File: config.mk
export PLATFORM = sky130hd
export DESIGN_NAME = alu_frame_ctrl
export DESIGN_NICKNAME = d
export VERILOG_FILES = /design/src/rtl/alu_frame_ctrl.sv
export SDC_FILE = /design/constraint.sdc
export NUM_CORES = 1
export LEC_CHECK = 0
export CORE_MARGIN = 2
export CORE_UTILIZATION = 45
export DETAILED_ROUTE_END_ITERATION = 8
export DONT_BUFFER_PORTS = 1
export GPL_ROUTABILITY_DRIVEN = 0
export PLACE_DENSITY = 0.63
export SLEW_MARGIN = 25
export SYNTH_ARGS = -nofsm -noshare
export SYNTH_HDL_FRONTEND = slang
export SYNTH_SLANG_ARGS = --single-unit
export TNS_END_PERCENT = 20
File: constraint.sdc
create_clock -name clk -period 4.54 [get_ports clk]
set_input_delay 0.454 -clock clk [delete_from_list [all_inputs] [get_ports clk]]
set_output_delay 0.454 -clock clk [all_outputs]
set_load 0.005 [all_outputs]
File: src/rtl/alu_frame_ctrl.sv
// alu_frame_ctrl: unpacks 3-byte operation frames into registered ALU
// operands, waits a programmable settle time, then captures the ALU result
// and hands it downstream over a valid/ready handshake.
module alu_frame_ctrl #(
    parameter int unsigned EXEC_CYCLES = 1
) (
    input  logic       clk,
    input  logic       rst_n,
    input  logic [7:0] in_data,
    input  logic       in_valid,
    output logic       in_ready,
    output logic [7:0] alu_a,
    output logic [7:0] alu_b,
    output logic [1:0] alu_cmd,
    input  logic [7:0] alu_result,
    input  logic       alu_ovr,
    output logic [8:0] res_data,
    output logic [1:0] res_cmd,
    output logic       res_valid,
    input  logic       res_ready,
    output logic       busy,
    output logic [7:0] op_count,
    output logic [7:0] err_count
);

    localparam int unsigned DATA_W = 8;
    localparam int unsigned CMD_W  = 2;
    localparam int unsigned RES_W  = DATA_W + 1;
    localparam int unsigned CNT_W  = 4;

    typedef enum logic [2:0] {
        S_HDR,
        S_GET_A,
        S_GET_B,
        S_EXEC,
        S_OUT
    } state_t;

    state_t             r_state;
    state_t             w_state_nxt;
    logic [DATA_W-1:0]  r_alu_a,     w_alu_a_nxt;
    logic [DATA_W-1:0]  r_alu_b,     w_alu_b_nxt;
    logic [CMD_W-1:0]   r_alu_cmd,   w_alu_cmd_nxt;
    logic [RES_W-1:0]   r_res_data,  w_res_data_nxt;
    logic [CMD_W-1:0]   r_res_cmd,   w_res_cmd_nxt;
    logic               r_res_valid, w_res_valid_nxt;
    logic               r_in_ready,  w_in_ready_nxt;
    logic               r_busy,      w_busy_nxt;
    logic [DATA_W-1:0]  r_op_count,  w_op_count_nxt;
    logic [DATA_W-1:0]  r_err_count, w_err_count_nxt;
    logic [CNT_W-1:0]   r_cnt,       w_cnt_nxt;
    logic               w_byte_xfer;

    // A byte moves only when we advertised readiness on the previous edge
    assign w_byte_xfer = in_valid && r_in_ready;

    // State and datapath registers; in_ready/busy are registered decodes of the next state
    always_ff @(posedge clk or negedge rst_n) begin
        if (!rst_n) begin
            r_state     <= S_HDR;
            r_alu_a     <= '0;
            r_alu_b     <= '0;
            r_alu_cmd   <= '0;
            r_res_data  <= '0;
            r_res_cmd   <= '0;
            r_res_valid <= 1'b0;
            r_in_ready  <= 1'b1;
            r_busy      <= 1'b0;
            r_op_count  <= '0;
            r_err_count <= '0;
            r_cnt       <= '0;
        end else begin
            r_state     <= w_state_nxt;
            r_alu_a     <= w_alu_a_nxt;
            r_alu_b     <= w_alu_b_nxt;
            r_alu_cmd   <= w_alu_cmd_nxt;
            r_res_data  <= w_res_data_nxt;
            r_res_cmd   <= w_res_cmd_nxt;
            r_res_valid <= w_res_valid_nxt;
            r_in_ready  <= w_in_ready_nxt;
            r_busy      <= w_busy_nxt;
            r_op_count  <= w_op_count_nxt;
            r_err_count <= w_err_count_nxt;
            r_cnt       <= w_cnt_nxt;
        end
    end

    // Next-state and next-register logic for frame unpack, settle, capture and handoff
    always_comb begin
        w_state_nxt     = r_state;
        w_alu_a_nxt     = r_alu_a;
        w_alu_b_nxt     = r_alu_b;
        w_alu_cmd_nxt   = r_alu_cmd;
        w_res_data_nxt  = r_res_data;
        w_res_cmd_nxt   = r_res_cmd;
        w_res_valid_nxt = r_res_valid;
        w_op_count_nxt  = r_op_count;
        w_err_count_nxt = r_err_count;
        w_cnt_nxt       = r_cnt;

        case (r_state)
            S_HDR: begin
                if (w_byte_xfer) begin
                    if (in_data[7]) begin
                        w_alu_cmd_nxt = in_data[CMD_W-1:0];
                        w_state_nxt   = S_GET_A;
                    end else if (r_err_count != 8'hFF) begin
                        w_err_count_nxt = r_err_count + 8'd1;
                    end
                end
            end
            S_GET_A: begin
                if (w_byte_xfer) begin
                    w_alu_a_nxt = in_data;
                    w_state_nxt = S_GET_B;
                end
            end
            S_GET_B: begin
                if (w_byte_xfer) begin
                    w_alu_b_nxt = in_data;
                    w_cnt_nxt   = CNT_W'(EXEC_CYCLES - 1);
                    w_state_nxt = S_EXEC;
                end
            end
            S_EXEC: begin
                if (r_cnt != '0) begin
                    w_cnt_nxt = r_cnt - CNT_W'(1);
                end else begin
                    w_res_data_nxt  = {alu_ovr, alu_result};
                    w_res_cmd_nxt   = r_alu_cmd;
                    w_res_valid_nxt = 1'b1;
                    w_state_nxt     = S_OUT;
                end
            end
            S_OUT: begin
                if (r_res_valid && res_ready) begin
                    w_res_valid_nxt = 1'b0;
                    w_op_count_nxt  = r_op_count + 8'd1;
                    w_state_nxt     = S_HDR;
                end
            end
            default: begin
                w_state_nxt = S_HDR;
            end
        endcase

        w_in_ready_nxt = (w_state_nxt == S_HDR) || (w_state_nxt == S_GET_A) ||
                         (w_state_nxt == S_GET_B);
        w_busy_nxt     = (w_state_nxt != S_HDR);
    end

    assign in_ready  = r_in_ready;
    assign busy      = r_busy;
    assign alu_a     = r_alu_a;
    assign alu_b     = r_alu_b;
    assign alu_cmd   = r_alu_cmd;
    assign res_data  = r_res_data;
    assign res_cmd   = r_res_cmd;
    assign res_valid = r_res_valid;
    assign op_count  = r_op_count;
    assign err_count = r_err_count;

endmodule
==> results.cfg <==
[pwr]
irDropWorstVdd_v = 0.0003444
power_uw = 1564
p_per_area_nw_per_um2 = 615.6
power.leakage_uw = 0.001119

[logic_synthesis]
synth_nets = 209
synthTopCellsByCount = dfrtp_1, mux2_2, nand2_1
seq_area_frac_synth_pct = 58.85
syn_area_per_cell_um2 = 12.72
yosys.cell_types.count = 34
netlist.area_leader.share_pct = 57.72
ys_ff_latch = 55
async_reset_ff_share_pct = 100.0
ys_top_cells_by_area = dfrtp_1, mux2_2, mux2_1
synth_area_leader_cell = dfrtp_1
synth_edf_count = 0
syn_area_um2 = 2341
synth_warnings = 0
synth_cells = 184
synth_most_common_cell = dfrtp_1
yosys_most_used_dff = dfrtp_1

[timing]
min_period_over_period_pct = 40.61
drv_slew = 0
worst_slew_pin_slew_ns = 0.5039
fin_crit_ns = 1.844
relSlewSlack_pct = 66.31
grt_setup_unrepaired = no
hold_ws_ns = 0.2716
fmax_ghz = 0.5424
finalHoldViolations = 0
setup_viol = 0
fin_tns_setup_ns = 0
fin_skew_ns = 0.01414

[finish]
fin_nets = 214
area_growth_pct = 8.498
drive_above_1_share_pct = 19.47
multi_input_area_um2 = 924.6
antennaDiodeCount = 0
fillers = 478
seq_area_um2 = 1378
final_area_um2 = 2540

[clocking]
cts_hold_buf = 2
numClockSinks = 55
cts_inserted_buffers = 5
cts_tree = done
clkTransAtPathRegs_ns = 0.10
postCtsSetupRepairBufs = 0
cts_buffer_depth = 2
ctsResizeCount = 0
cts-root-buf = clkbuf_8
ctsHtreeMaxLevel = 2
clk_latency_ns = 0.31

[die]
dieArea_um2 = 5795
core_area_um2 = 5075
ioPinCount = 69
floorplan.initialDensity_pct = 46.13
rows = 26
chipHeight_um = 76.13
fp.dieW_um = 76.13

[setup_path]
arrival_ns = 2.04
r2r_start = r_cnt[0]
critPathKind = reg -> reg
required_ns = 4.74
cp_max_fo = 13
cp-end-kind = flop
critPathLaunch = r_cnt[0]
cp-start-kind = flop

[global_route]
grt_max_degree = 56
grt_pass1_vias = 1548
grt_pass1_wl_mm = 7.493
antenna_found_initial = 0
grt_use_total_pct = 15.97
grt.overflow.total = 0

[place]
place_area_um2 = 2409
io_buffers = 0
dp_hpwl_mm = 3.195

[detailed_routing]
wl_per_cell_um = 17.08
drt_iter0_drc = 176
dr.pass1.iters = 4
drc_errors = 0
num_vias = 1456
viasPerCell = 5.600
final_antenna_net_count = 0
wl_mm = 4.442

[hold_path]
min_from = alu_ovr
hold_class = in -> reg

[run_status]
outcome = completed

[flow_run]
maxCapViolCount = 0
## cell type report
cell class | count | share of cell area (%)
clock buffers | 5 | 2.709
clock inverters | 3 | 0.9852
inverters | 5 | 0.7389
multi-input cells | 120 | 36.40
flip-flops and latches | 55 | 54.24
well taps | 70 | 3.448
repair buffers | 2 | 1.478
## power by group
group | leakage [uW] | switching [uW] | internal (uW) | total [uW]
combinational | 0.000397 | 178 | 212 | 390
sequential | 0.000678 | 208 | 690 | 898
clock | 0.0000443 | 165 | 111 | 276
total | 0.00112 | 551 | 1010 | 1560
## metal layers
metal  global-route usage, %  share of wire [%]  wire length (um)
met2                   27.14                 49              2198
met5                       0                  0                 0
met3                   5.924                8.3               368
met4                   5.455                1.5                67
met1                   18.75                 41              1808
## cells in the final DEF, fill, tap and decap left out, types with 5 or more instances in the layout
master    count
dfrtp_1      54
nand3_1       9
nand2_1      12
inv_1         5
nor2_1        6
xnor2_1       9
a21oi_1       7
nand4_1       9
mux2_1        8
clkbuf_8      5
mux2_2       22
## final timing paths
check | end | slack, ns | cells past startpoint
max in group asynchronous | in_ready | 3.61 | 2
setup reg to reg | res_data[4] | 2.70 | 5
setup / recovery | res_data[4] | 2.70 | 5
min in group asynchronous | busy | 0.65 | 2
hold reg to reg | op_count[7] | 0.51 | 1
hold / removal | res_data[8] | 0.27 | 1
## per-stage QoR
stage               util, %  setup slack, ns  std cells
floorplan                 -            2.900        184
global placement      47.46            2.789        250
detailed placement    47.46            2.690        250
CTS                   50.05            2.673        260
global route          50.05            2.532        260
finish                50.05            2.696        260
## critical path, cell delays in order (launching register included)
cell and delay, ns:
dfrtp_1 0.41, inv_1 0.10, ha_1 0.16, nor3b_1 0.30, nand3_2 0.34, mux2_1 0.42
## sequential cells by signal, indices dropped and copies added, names as in the netlist
signal and cells:
alu_a 8, alu_b 8, alu_cmd 2, busy 1
err_count 8, in_ready 1, op_count 8, r_cnt 4
r_state 3, res_cmd 2, res_data 9, res_valid 1
## kinds of logic (layout without fill, tap and decap cells)
logic type	Yosys count	after routing	share of synthesized area (%)
multiplexers	31	31	14.86
flip-flops	55	55	58.85
buffers and inverters	9	15	1.657
AO/OA/AOI/OAI	17	17	4.329
AND/OR/NAND/NOR	55	55	13.31
XOR/XNOR	13	13	4.864
adder cells (fa/ha/maj)	4	4	2.138
Power figures use the tool's default switching activity.
